==> src/rtl/pixel_streamer_if.sv <==
// Pixel streamer bus bundle: the frame-memory read port and the 8-bit
// pixel strobe output toward the 2D filter.
interface pixel_streamer_if #(
  parameter int AW = 16
);
  logic          mem_cs;
  logic [AW-1:0] mem_addr;
  logic [7:0]    mem_dout;
  logic          o_strb;
  logic [7:0]    o_data;

  // Driven by the streamer.
  modport master (
    output mem_cs,
    output mem_addr,
    output o_strb,
    output o_data,
    input  mem_dout
  );

  // Frame memory and filter side.
  modport slave (
    input  mem_cs,
    input  mem_addr,
    input  o_strb,
    input  o_data,
    output mem_dout
  );
endinterface

==> src/rtl/pixel_streamer.sv <==
// Pixel streamer: reads one WIDTH x WIDTH frame from a synchronous frame
// memory in raster order and emits one pixel strobe every INTERVAL cycles,
// optionally followed by WIDTH+1 zero strobes to drain the filter.
//
// state | meaning
// ------+------------------------------------------------------------
// IDLE  | waiting for start; outputs quiet
// SLOT  | one pixel slot per INTERVAL cycles, memory read at s=0
// FLUSH | zero-valued strobes, same slot timing, no memory access
// FIN   | one-cycle done pulse, busy drops on exit
module pixel_streamer #(
  parameter int WIDTH    = 256,
  parameter int INTERVAL = 8,
  parameter int AW       = 16
) (
  input  logic             clk,
  input  logic             n_reset,
  input  logic             start,
  input  logic             flush_en,
  input  logic             i_hold,
  output logic             busy,
  output logic             done,
  pixel_streamer_if.master bus
);

  localparam int NPIX = WIDTH * WIDTH;
  localparam int FW   = $clog2(WIDTH) + 2;

  localparam logic [1:0] IDLE  = 2'd0;
  localparam logic [1:0] SLOT  = 2'd1;
  localparam logic [1:0] FLUSH = 2'd2;
  localparam logic [1:0] FIN   = 2'd3;

  localparam logic [7:0]    LAST_S   = 8'(INTERVAL - 1);
  localparam logic [AW-1:0] LAST_PIX = AW'(NPIX - 1);
  localparam logic [FW-1:0] LAST_FL  = FW'(WIDTH);

  // Parameter sanity: the filter needs at least 7 cycles per pixel and the
  // slot counter is 8 bits wide.
  if (INTERVAL < 7 || INTERVAL > 255) begin : g_bad_interval
    $fatal(1, "pixel_streamer: INTERVAL=%0d outside 7..255", INTERVAL);
  end
  if (WIDTH < 4 || WIDTH > 256 || (WIDTH & (WIDTH - 1)) != 0) begin : g_bad_width
    $fatal(1, "pixel_streamer: WIDTH=%0d must be a power of two in 4..256", WIDTH);
  end
  if (AW != $clog2(NPIX)) begin : g_bad_aw
    $fatal(1, "pixel_streamer: AW=%0d does not match log2(WIDTH*WIDTH)", AW);
  end

  logic [1:0]    state;
  logic [7:0]    s;
  logic [AW-1:0] pix;
  logic [AW-1:0] addr_hold;
  logic [FW-1:0] fl_cnt;
  logic          flush_flag;

  logic slot_active;
  logic at_start;
  logic stall;
  logic slot_end;
  logic read_now;

  // Slot-phase decode shared by the FSM, the memory port and the output stage.
  always_comb begin
    slot_active = (state == SLOT) || (state == FLUSH);
    at_start    = (s == 8'd0);
    stall       = slot_active && at_start && i_hold;
    slot_end    = slot_active && (s == LAST_S);
    read_now    = (state == SLOT) && at_start && !i_hold;
  end

  // The memory read is issued in the slot-start cycle itself; the address
  // mux keeps mem_addr stable between reads so the memory sees no toggling.
  assign bus.mem_cs   = read_now;
  assign bus.mem_addr = read_now ? pix : addr_hold;

  // Remember the last issued address for the idle hold value.
  always_ff @(posedge clk or negedge n_reset) begin
    if (!n_reset) begin
      addr_hold <= '0;
    end else if (read_now) begin
      addr_hold <= pix;
    end
  end

  // Main sequencer: frame start, slot counter, pixel and flush counters.
  always_ff @(posedge clk or negedge n_reset) begin
    if (!n_reset) begin
      state      <= IDLE;
      s          <= 8'd0;
      pix        <= '0;
      fl_cnt     <= '0;
      flush_flag <= 1'b0;
      busy       <= 1'b0;
      done       <= 1'b0;
    end else begin
      done <= 1'b0;
      case (state)
        IDLE: begin
          if (start) begin
            state      <= SLOT;
            flush_flag <= flush_en;
            busy       <= 1'b1;
            pix        <= '0;
            fl_cnt     <= '0;
            s          <= 8'd0;
          end
        end

        SLOT: begin
          if (!stall) begin
            if (slot_end) begin
              s <= 8'd0;
              // pix is held on the last pixel so no address past the frame
              // is ever presented; it is cleared on the way out through FIN.
              if (pix == LAST_PIX) begin
                if (flush_flag) begin
                  state <= FLUSH;
                end else begin
                  state <= FIN;
                  done  <= 1'b1;
                end
              end else begin
                pix <= pix + AW'(1);
              end
            end else begin
              s <= s + 8'd1;
            end
          end
        end

        FLUSH: begin
          if (!stall) begin
            if (slot_end) begin
              s <= 8'd0;
              if (fl_cnt == LAST_FL) begin
                state <= FIN;
                done  <= 1'b1;
              end else begin
                fl_cnt <= fl_cnt + FW'(1);
              end
            end else begin
              s <= s + 8'd1;
            end
          end
        end

        FIN: begin
          state  <= IDLE;
          busy   <= 1'b0;
          pix    <= '0;
          fl_cnt <= '0;
        end

        default: begin
          state <= IDLE;
        end
      endcase
    end
  end

  // Output stage: memory data arrives during s=1, so the strobe is launched
  // on the edge ending s=1 and is high for exactly one cycle (s=2).
  always_ff @(posedge clk or negedge n_reset) begin
    if (!n_reset) begin
      bus.o_strb <= 1'b0;
      bus.o_data <= 8'd0;
    end else begin
      bus.o_strb <= 1'b0;
      if (slot_active && (s == 8'd1)) begin
        bus.o_strb <= 1'b1;
        bus.o_data <= (state == SLOT) ? bus.mem_dout : 8'd0;
      end
    end
  end

endmodule

==> src/flat_wrapper.sv <==
// flat-port wrapper written by rule: the top's interface ports become plain ports
module pixel_streamer_flat 
#(
  parameter int WIDTH    = 256,
  parameter int INTERVAL = 8,
  parameter int AW       = 16
)
  (clk, n_reset, start, flush_en, i_hold, busy, done, bus_mem_cs, bus_mem_addr, bus_o_strb, bus_o_data, bus_mem_dout);
  pixel_streamer_if #(.AW(AW)) bus_i ();
  input  logic clk;
  input  logic n_reset;
  input  logic start;
  input  logic flush_en;
  input  logic i_hold;
  output logic busy;
  output logic done;
  output wire logic [$bits(bus_i.mem_cs)-1:0] bus_mem_cs;
  output wire logic [$bits(bus_i.mem_addr)-1:0] bus_mem_addr;
  output wire logic [$bits(bus_i.o_strb)-1:0] bus_o_strb;
  output wire logic [$bits(bus_i.o_data)-1:0] bus_o_data;
  input wire logic [$bits(bus_i.mem_dout)-1:0] bus_mem_dout;
  assign bus_mem_cs = bus_i.mem_cs;
  assign bus_mem_addr = bus_i.mem_addr;
  assign bus_o_strb = bus_i.o_strb;
  assign bus_o_data = bus_i.o_data;
  assign bus_i.mem_dout = bus_mem_dout;
  pixel_streamer #(.WIDTH(WIDTH), .INTERVAL(INTERVAL), .AW(AW)) u_core (.clk(clk), .n_reset(n_reset), .start(start), .flush_en(flush_en), .i_hold(i_hold), .busy(busy), .done(done), .bus(bus_i));
endmodule
==> config.mk <==
export PLATFORM = sky130hd
export DESIGN_NAME = pixel_streamer_flat
export DESIGN_NICKNAME = d
export VERILOG_FILES = /design/src/rtl/pixel_streamer_if.sv /design/src/rtl/pixel_streamer.sv /design/src/flat_wrapper.sv
export SDC_FILE = /design/constraint.sdc
export NUM_CORES = 1
export LEC_CHECK = 0
export CORE_UTILIZATION = 35
export DETAILED_ROUTE_END_ITERATION = 7
export GPL_ROUTABILITY_DRIVEN = 0
export GPL_TIMING_DRIVEN = 0
export HOLD_SLACK_MARGIN = 0.1
export PLACE_DENSITY = 0.59
export SLEW_MARGIN = 30
export SYNTH_ARGS = -nofsm -noshare
export SYNTH_HDL_FRONTEND = slang
export SYNTH_SLANG_ARGS = --single-unit
==> constraint.sdc <==
create_clock -name clk -period 7.2 [get_ports clk]
set_input_delay 2.16 -clock clk [delete_from_list [all_inputs] [get_ports clk]]
set_output_delay 2.16 -clock clk [all_outputs]
set_load 0.03 [all_outputs]
# Word level (Yosys, flattened, before mapping)

Cells that the tools add are included.

$add $sub $neg: 3
Equality and inequality tests: 17
Multiplexer cells: 36
Reductions and logical operators: 21

Operators with widths:

| cell                                                   | number |
|---|---|
| two-way mux 16 bit                                     | 5 |
| case mux 16 bit (3 select lines)                       | 1 |
| two-way mux 10 bit                                     | 4 |
| two-way mux 8 bit                                      | 4 |
| case mux 10 bit (3 select lines)                       | 1 |
| adder 16 x 1 -> 16 bit (second input constant)         | 1 |
| == test 16 bit (second input constant)                 | 1 |
| inequality test 2 bit (second input constant)          | 8 |
| case mux 8 bit (2 select lines)                        | 1 |
| two-way mux 2 bit                                      | 7 |
| adder 10 x 1 -> 10 bit (second input constant)         | 1 |
| == test 10 x 9 -> 1 bit (second input constant)        | 1 |
| two-way mux 1 bit                                      | 10 |
| AND reduction 5 bit                                    | 2 |
| adder 8 x 1 -> 8 bit (second input constant)           | 1 |
| == test 8 x 1 -> 1 bit (second input constant)         | 1 |
| == test 8 x 3 -> 1 bit (second input constant)         | 1 |
| logical NOT 8 bit                                      | 1 |
| case mux 2 bit (4 select lines)                        | 1 |
| AND reduction 7 bit                                    | 1 |
| logical AND 1 bit                                      | 6 |
| nonzero test 3 bit                                     | 2 |
| == test 2 bit (second input constant)                  | 2 |
| inequality test 2 x 1 -> 1 bit (second input constant) | 2 |
| 9 further kinds                                        | 12 |

Bits in registers: 64
Input bits: 13
Output and inout port bits: 28
Logic and storage cells: 87

# Logic depth before layout (Yosys ltp)

Gate-level depths: netlist of run 1.

Word-level depth: 6
Mapped depth: 8
Gate-level depth less buffers: 7

# Worst setup path before layout of run 1

No wires, ideal clock.

Path type: input-to-output
Start: input i_hold
End: output bus_mem_addr[10]
Data arrival time: 3160 ps
Data required time: 5040 ps
Setup slack: 1880 ps
Cell stages on the path: 3
Buffers on the path: 1
Path through: nand4b_2 -> clkbuf_1 -> mux2_2

Word-level cells in the longest chain between the ends: 3

Ends and longest elaborated chain:

| element            | RTL line             | text |
|---|---|---|
| start: declaration | flat_wrapper.sv:14   | `input logic i_hold;` |
| logical NOT 1 bit  | pixel_streamer.sv:69 | `read_now = (state == SLOT) && at_start && !i_hold;` |
| logical AND 1 bit  | pixel_streamer.sv:69 |  |
| two-way mux 16 bit | pixel_streamer.sv:75 | `assign bus.mem_addr = read_now ? pix : addr_hold;` |
| end: declaration   | flat_wrapper.sv:18   | `output wire logic [$bits(bus_i.mem_addr)-1:0] bus_mem_addr;` |

Every way passes these cells.

# Final worst setup path of run 1

Start: input i_hold
End: output bus_mem_addr[14]

Same word-level chain as after synthesis.

==> results.cfg, run 1 <==
[floorplanning]
initial_utilization_pct = 36.8
coreArea_um2 = 8890
die_w_um = 98.7
fp.dieH_um = 98.7
ios = 41
rows = 34
dieArea_um2 = 9750

[clock_tree]
htreeDepth = 3
post_cts_resized = 0
cts-root-buf = clkbuf_8
hold_buffers = 0
cts_buffer_depth = 2
post_cts_buffers = 0
path_clk_slew_ps = 60
cts_sinks = 64
cts_tree = built
clkLatencyLatePin_ps = 350
cts_inserted_buffers = 9

[finish]
final_nets = 395
drive_gt1_share_pct = 12.7
syn2layout_area_growth_pct = 23.2
finalInstanceArea_um2 = 4040
layout_common_cells = dfrtp_1 (64), nand2_1 (42), clkdlybuf4s50_1 (39)
layout_commonest_cell = dfrtp_1
n_antenna_cell = 0
utilization_pct = 45.4
layout.cells.non_filler = 485

[logic_synthesis]
synth_seq_area_share_pct = 48.9
ys_warn_count = 0
yosysTopAreaCellShare_pct = 48.9
syn_area_um2 = 3280
synth_edf_count = 0
syn_inst = 320
synth_fp_nets = 343
yosys_register_bits = 64
avgSynthCellArea_um2 = 10.2
synthDistinctLibCells = 55
synthTopCellsByArea = dfrtp_1 (49%), mux2_2 (5.8%), nand2_1 (4.8%), ha_1 (3.8%), o21ai_0 (3.7%)
async_flop_share_pct = 100
yosys.area.top_type = dfrtp_1
synth-main-ff-cell = dfrtp_1

[place]
io_buffers = 40
dp.cells = 469
hpwl_um = 4680
place_ws_ps = 590
dpl_cell_area_um2 = 3830

[sta]
finalSetupViolCount = 0
setup_slack_ps = 612
period_needed_ps = 6590
fmax_mhz = 152
worst_pin_slew_ps = 544
grt_setup_unrepaired = no
whs_ps = 478
drv_slew = 0
slew_headroom_pct = 63.7
fin_setup_tns_ps = 0
min_period_over_period_pct = 91.5
finalHoldViolations = 0
fin_skew_ps = 9.10

[detailed_routing]
drc = 0
final_antenna_net_count = 0
vias_per_cell = 5.33
num_vias = 2583
dr.pass1.iters = 4
totalWireLength_um = 6780
post_drt_wl_per_cell_um = 14.0
initialDrtViolationCount = 120

[global_routing]
grt_pass1_wl_um = 11800
grt_pass1_vias = 2450
grt.overflow.total = 0
grt_usage_pct = 15.4
antenna_found_initial = 0
grt_max_degree = 42

[critical_path]
worstSetupStartpointType = input pin
cp_slowest_cell = clkdlybuf4s50_1
path_class = input pin to primary output
path_buf_inv = 3
startpoint = i_hold
endpoint_kind = primary output
cp_common_cell = clkdlybuf4s50_1
path_delay_family = buffers and inverters
r2r-start = u_core.pix[0]
cpPeakStageDelay_ps = 590
arrival_ps = 4430
required_ps = 5040
crit_fanout = 10
path_cells = clkdlybuf4s50_1 > nand4b_2 > clkbuf_1 > mux2_2 > clkdlybuf4s50_1

[pwr]
power.total_mw = 1.20
ir_drop_mv = 0.166
power_density_nw_per_um2 = 298
p_leak_nw = 1.76

[worst_hold_path]
min-delay-start = u_core.fl_cnt[9]
hold_class = flip-flop to flip-flop

[status]
status = finished, final reports clean

[job]
cap_violations = 0
-- final cells by class --
| cell class | instances | area [µm²] |
|---|---|---|
| plain buffers | 9 | 42.5 |
| clock buffers | 11 | 151 |
| clock inverters | 5 | 55.1 |
| fillers | 835 | 4860 |
| inverters | 12 | 45.0 |
| multi-input cells | 235 | 1590 |
| flip-flops and latches | 64 | 1600 |
| well taps | 108 | 135 |
| repair buffers | 41 | 418 |
-- registers in the layout, indices dropped and copies added, names as in the netlist --
name,flops
u_core.flush_flag,1
u_core.bus.o_strb,1
u_core.state,2
u_core.fl_cnt,10
u_core.s,8
u_core.bus.o_data,8
u_core.done,1
u_core.addr_hold,16
u_core.busy,1
u_core.pix,16
-- worst paths after layout --
path	depth (start not counted)	endpoint	slack (ps)
worst max-delay path	5	bus_mem_addr[14]	610
worst min-delay path	1	u_core.fl_cnt[9]	480
worst max register to register	6	u_core.pix[15]	4960
worst min register to register	1	u_core.fl_cnt[9]	480
max in group asynchronous	2	u_core.fl_cnt[2]	4970
min in group asynchronous	1	u_core.bus.o_data[4]	1710
-- cells in the mapped netlist, types with 2 or more instances --
cell type and number:
a22o_1 5, nor4_1 2, mux2_2 17, nor3b_1 4
a221o_1 2, o2bb2ai_1 2, o31ai_1 5, mux2i_1 3
or3_1 5, nor4_4 2, clkbuf_1 6, or2_0 2
nor2b_1 4, o21ai_0 24, a21oi_1 11, xnor2_1 3
a31oi_1 8, nand2b_1 4, o21a_1 3, or4_1 2
nor2_1 14, nand4_1 10, a41oi_1 3, and3_1 2
nand3_1 11, dfrtp_1 64, xor2_1 2, nor3_1 6
a21o_1 6, nand2_1 42, nand3_2 2, inv_1 12
ha_1 10
-- report_power, final --
part / internal (mW) / switching, mW
clock: 0.177 / 0.144
combinational: 0.163 / 0.286
sequential: 0.399 / 0.0347
total: 0.739 / 0.465
-- cells by family (layout without fill, tap and decap cells) --
family,count (synthesis),in the layout,synth area share [%]
and+or+nand+nor,118,118,19.4
AOI/OAI and AO/OA,81,81,16.7
DFF,64,64,48.9
muxes,21,21,7.10
buffers and inverters,21,78,2.67
adders and majority gates,10,10,3.82
xor gates and xnor gates,5,5,1.34
-- metal layers --
layer	routed length [µm]	up-vias	part of all wire (%)	track usage [%]
met1	3490	1247	51	21.1
met4	107	0	1.6	5.86
met5	0	-	0	0
met2	2920	47	43	23.2
li1	-	1277	-	-
met3	260	12	3.8	3.97
Note: power is estimated with default switching activity, not from simulation.
==> run 2, diff against run 1 <==
Settings changed: CORE_UTILIZATION 35 to 50, PLACE_DENSITY 0.59 to 0.77.
==> results.cfg, run 2 (synthesis gave the netlist of run 1 again) <==
[status]
status = finished, final reports clean

[critical_path]
crit_fanout = 10
required_ps = 5040
endpoint_kind = primary output
startpoint = i_hold
worstSetupStartpointType = input pin
path_class = input pin to primary output
r2r-start = u_core.pix[0]
regToRegSetupSlack_ps = 4940
arrival_ps = 4420

[global_routing]
grt_max_degree = 38
grt.overflow.total = 0
grt_pass1_vias = 2581
antenna_found_initial = 0
grt_usage_pct = 21.4
grt_pass1_wl_um = 11800

[finish]
top_regs = u_core.addr_hold x16, u_core.pix x16, u_core.fl_cnt x10
layout_common_cells = dfrtp_1 (64), nand2_1 (42), clkdlybuf4s50_1 (39)
n_antenna_cell = 0
final_nets = 395
layout_commonest_cell = dfrtp_1
syn2layout_area_growth_pct = 22.5
finalInstanceArea_um2 = 4010
drive_gt1_share_pct = 12.5

[clock_tree]
cts_inserted_buffers = 9
cts-root-buf = clkbuf_8
htreeDepth = 3
cts_sinks = 64
cts_buffer_depth = 2
path_clk_slew_ps = 60
hold_buffers = 0
clkLatencyLatePin_ps = 350
cts_tree = built
post_cts_resized = 0
post_cts_buffers = 0

[pwr]
p_leak_nw = 1.76
swShare_pct = 37.5
internal-power_mw = 0.766
ir_drop_mv = 0.228
comb_power_share_pct = 36.6
seqPwrFrac_pct = 35.5
p_switching_mw = 0.459
pwr-share-clk_pct = 27.9
power_density_nw_per_um2 = 305

[floorplanning]
rows = 29
ios = 41
dieArea_um2 = 6880
coreArea_um2 = 6350
fp.dieH_um = 82.9
die_w_um = 82.9
initial_utilization_pct = 51.6

[sta]
grt_setup_unrepaired = no
slew_headroom_pct = 61.9
fin_skew_ps = 8.99
fmax_mhz = 152
finalSetupViolCount = 0
drv_slew = 0
finalHoldViolations = 0
fin_setup_tns_ps = 0
min_period_over_period_pct = 91.4
worst_pin_slew_ps = 564
period_needed_ps = 6580

[worst_hold_path]
min-delay-start = u_core.fl_cnt[9]
hold_class = flip-flop to flip-flop

[place]
hpwl_um = 4580
io_buffers = 40
dpl_cell_area_um2 = 3790

[detailed_routing]
initialDrtViolationCount = 135
num_vias = 2591
dr.pass1.iters = 4
final_antenna_net_count = 0
drc = 0
vias_per_cell = 5.71
totalWireLength_um = 6500
post_drt_wl_per_cell_um = 14.3

[job]
cap_violations = 0
==> run 2: area by class of cell <==
class                      instances  area, µm²
buffer                             9       42.5
tap                               77       96.3
clock buffer                      11        141
timing repair buffer              41        418
multi-input combinational        235       1590
inverter                          12       45.0
sequential                        64       1600
clock inverter                     5       80.1
fill                             511       2340
==> run 2: per-layer routing <==
layer / vias to the layer above / GRT usage, % / wire length [µm]
met5: - / 0 / 0
met4: 0 / 6.74 / 90
met3: 10 / 7.06 / 319
met2: 59 / 33.7 / 3100
met1: 1248 / 28.0 / 3000
li1: 1274 / - / -
==> run 2: worst paths after layout <==
check,to,cells after the start
max,bus_mem_addr[13],5
max in group asynchronous,u_core.s[3],2
min in group asynchronous,u_core.pix[6],1
max reg2reg,u_core.pix[15],6
min,u_core.fl_cnt[9],1
min reg2reg,u_core.fl_cnt[9],1
==> run 2: power groups by stage <==
stage          Sequential (mW)  Combinational [mW]  Clock [mW]
4_1_cts                  0.435               0.453       0.349
3_5_place_dp             0.441               0.450           0
3_3_place_gp             0.439               0.438           0
5_1_grt                  0.441               0.497       0.367
2_1_floorplan            0.463               0.290           0
6_report                 0.435               0.449       0.342
==> run 2: worst max-delay path: stages <==
cell and delay [ps]:
clkdlybuf4s50_1 510, nand4b_2 280, clkbuf_1 460, mux2_2 410
clkdlybuf4s50_1 590
==> run 2: metrics by stage <==
step	power, mW	setup slack (ps)	hold slack [ps]	util [%]	std cells
2_1_floorplan	0.754	1880	449	-	320
3_3_place_gp	0.877	623	462	59.4	437
3_5_place_dp	0.891	602	469	59.7	438
4_1_cts	1.24	599	484	63.2	454
5_1_grt	1.30	484	502	63.2	454
6_report	1.23	618	481	63.2	454
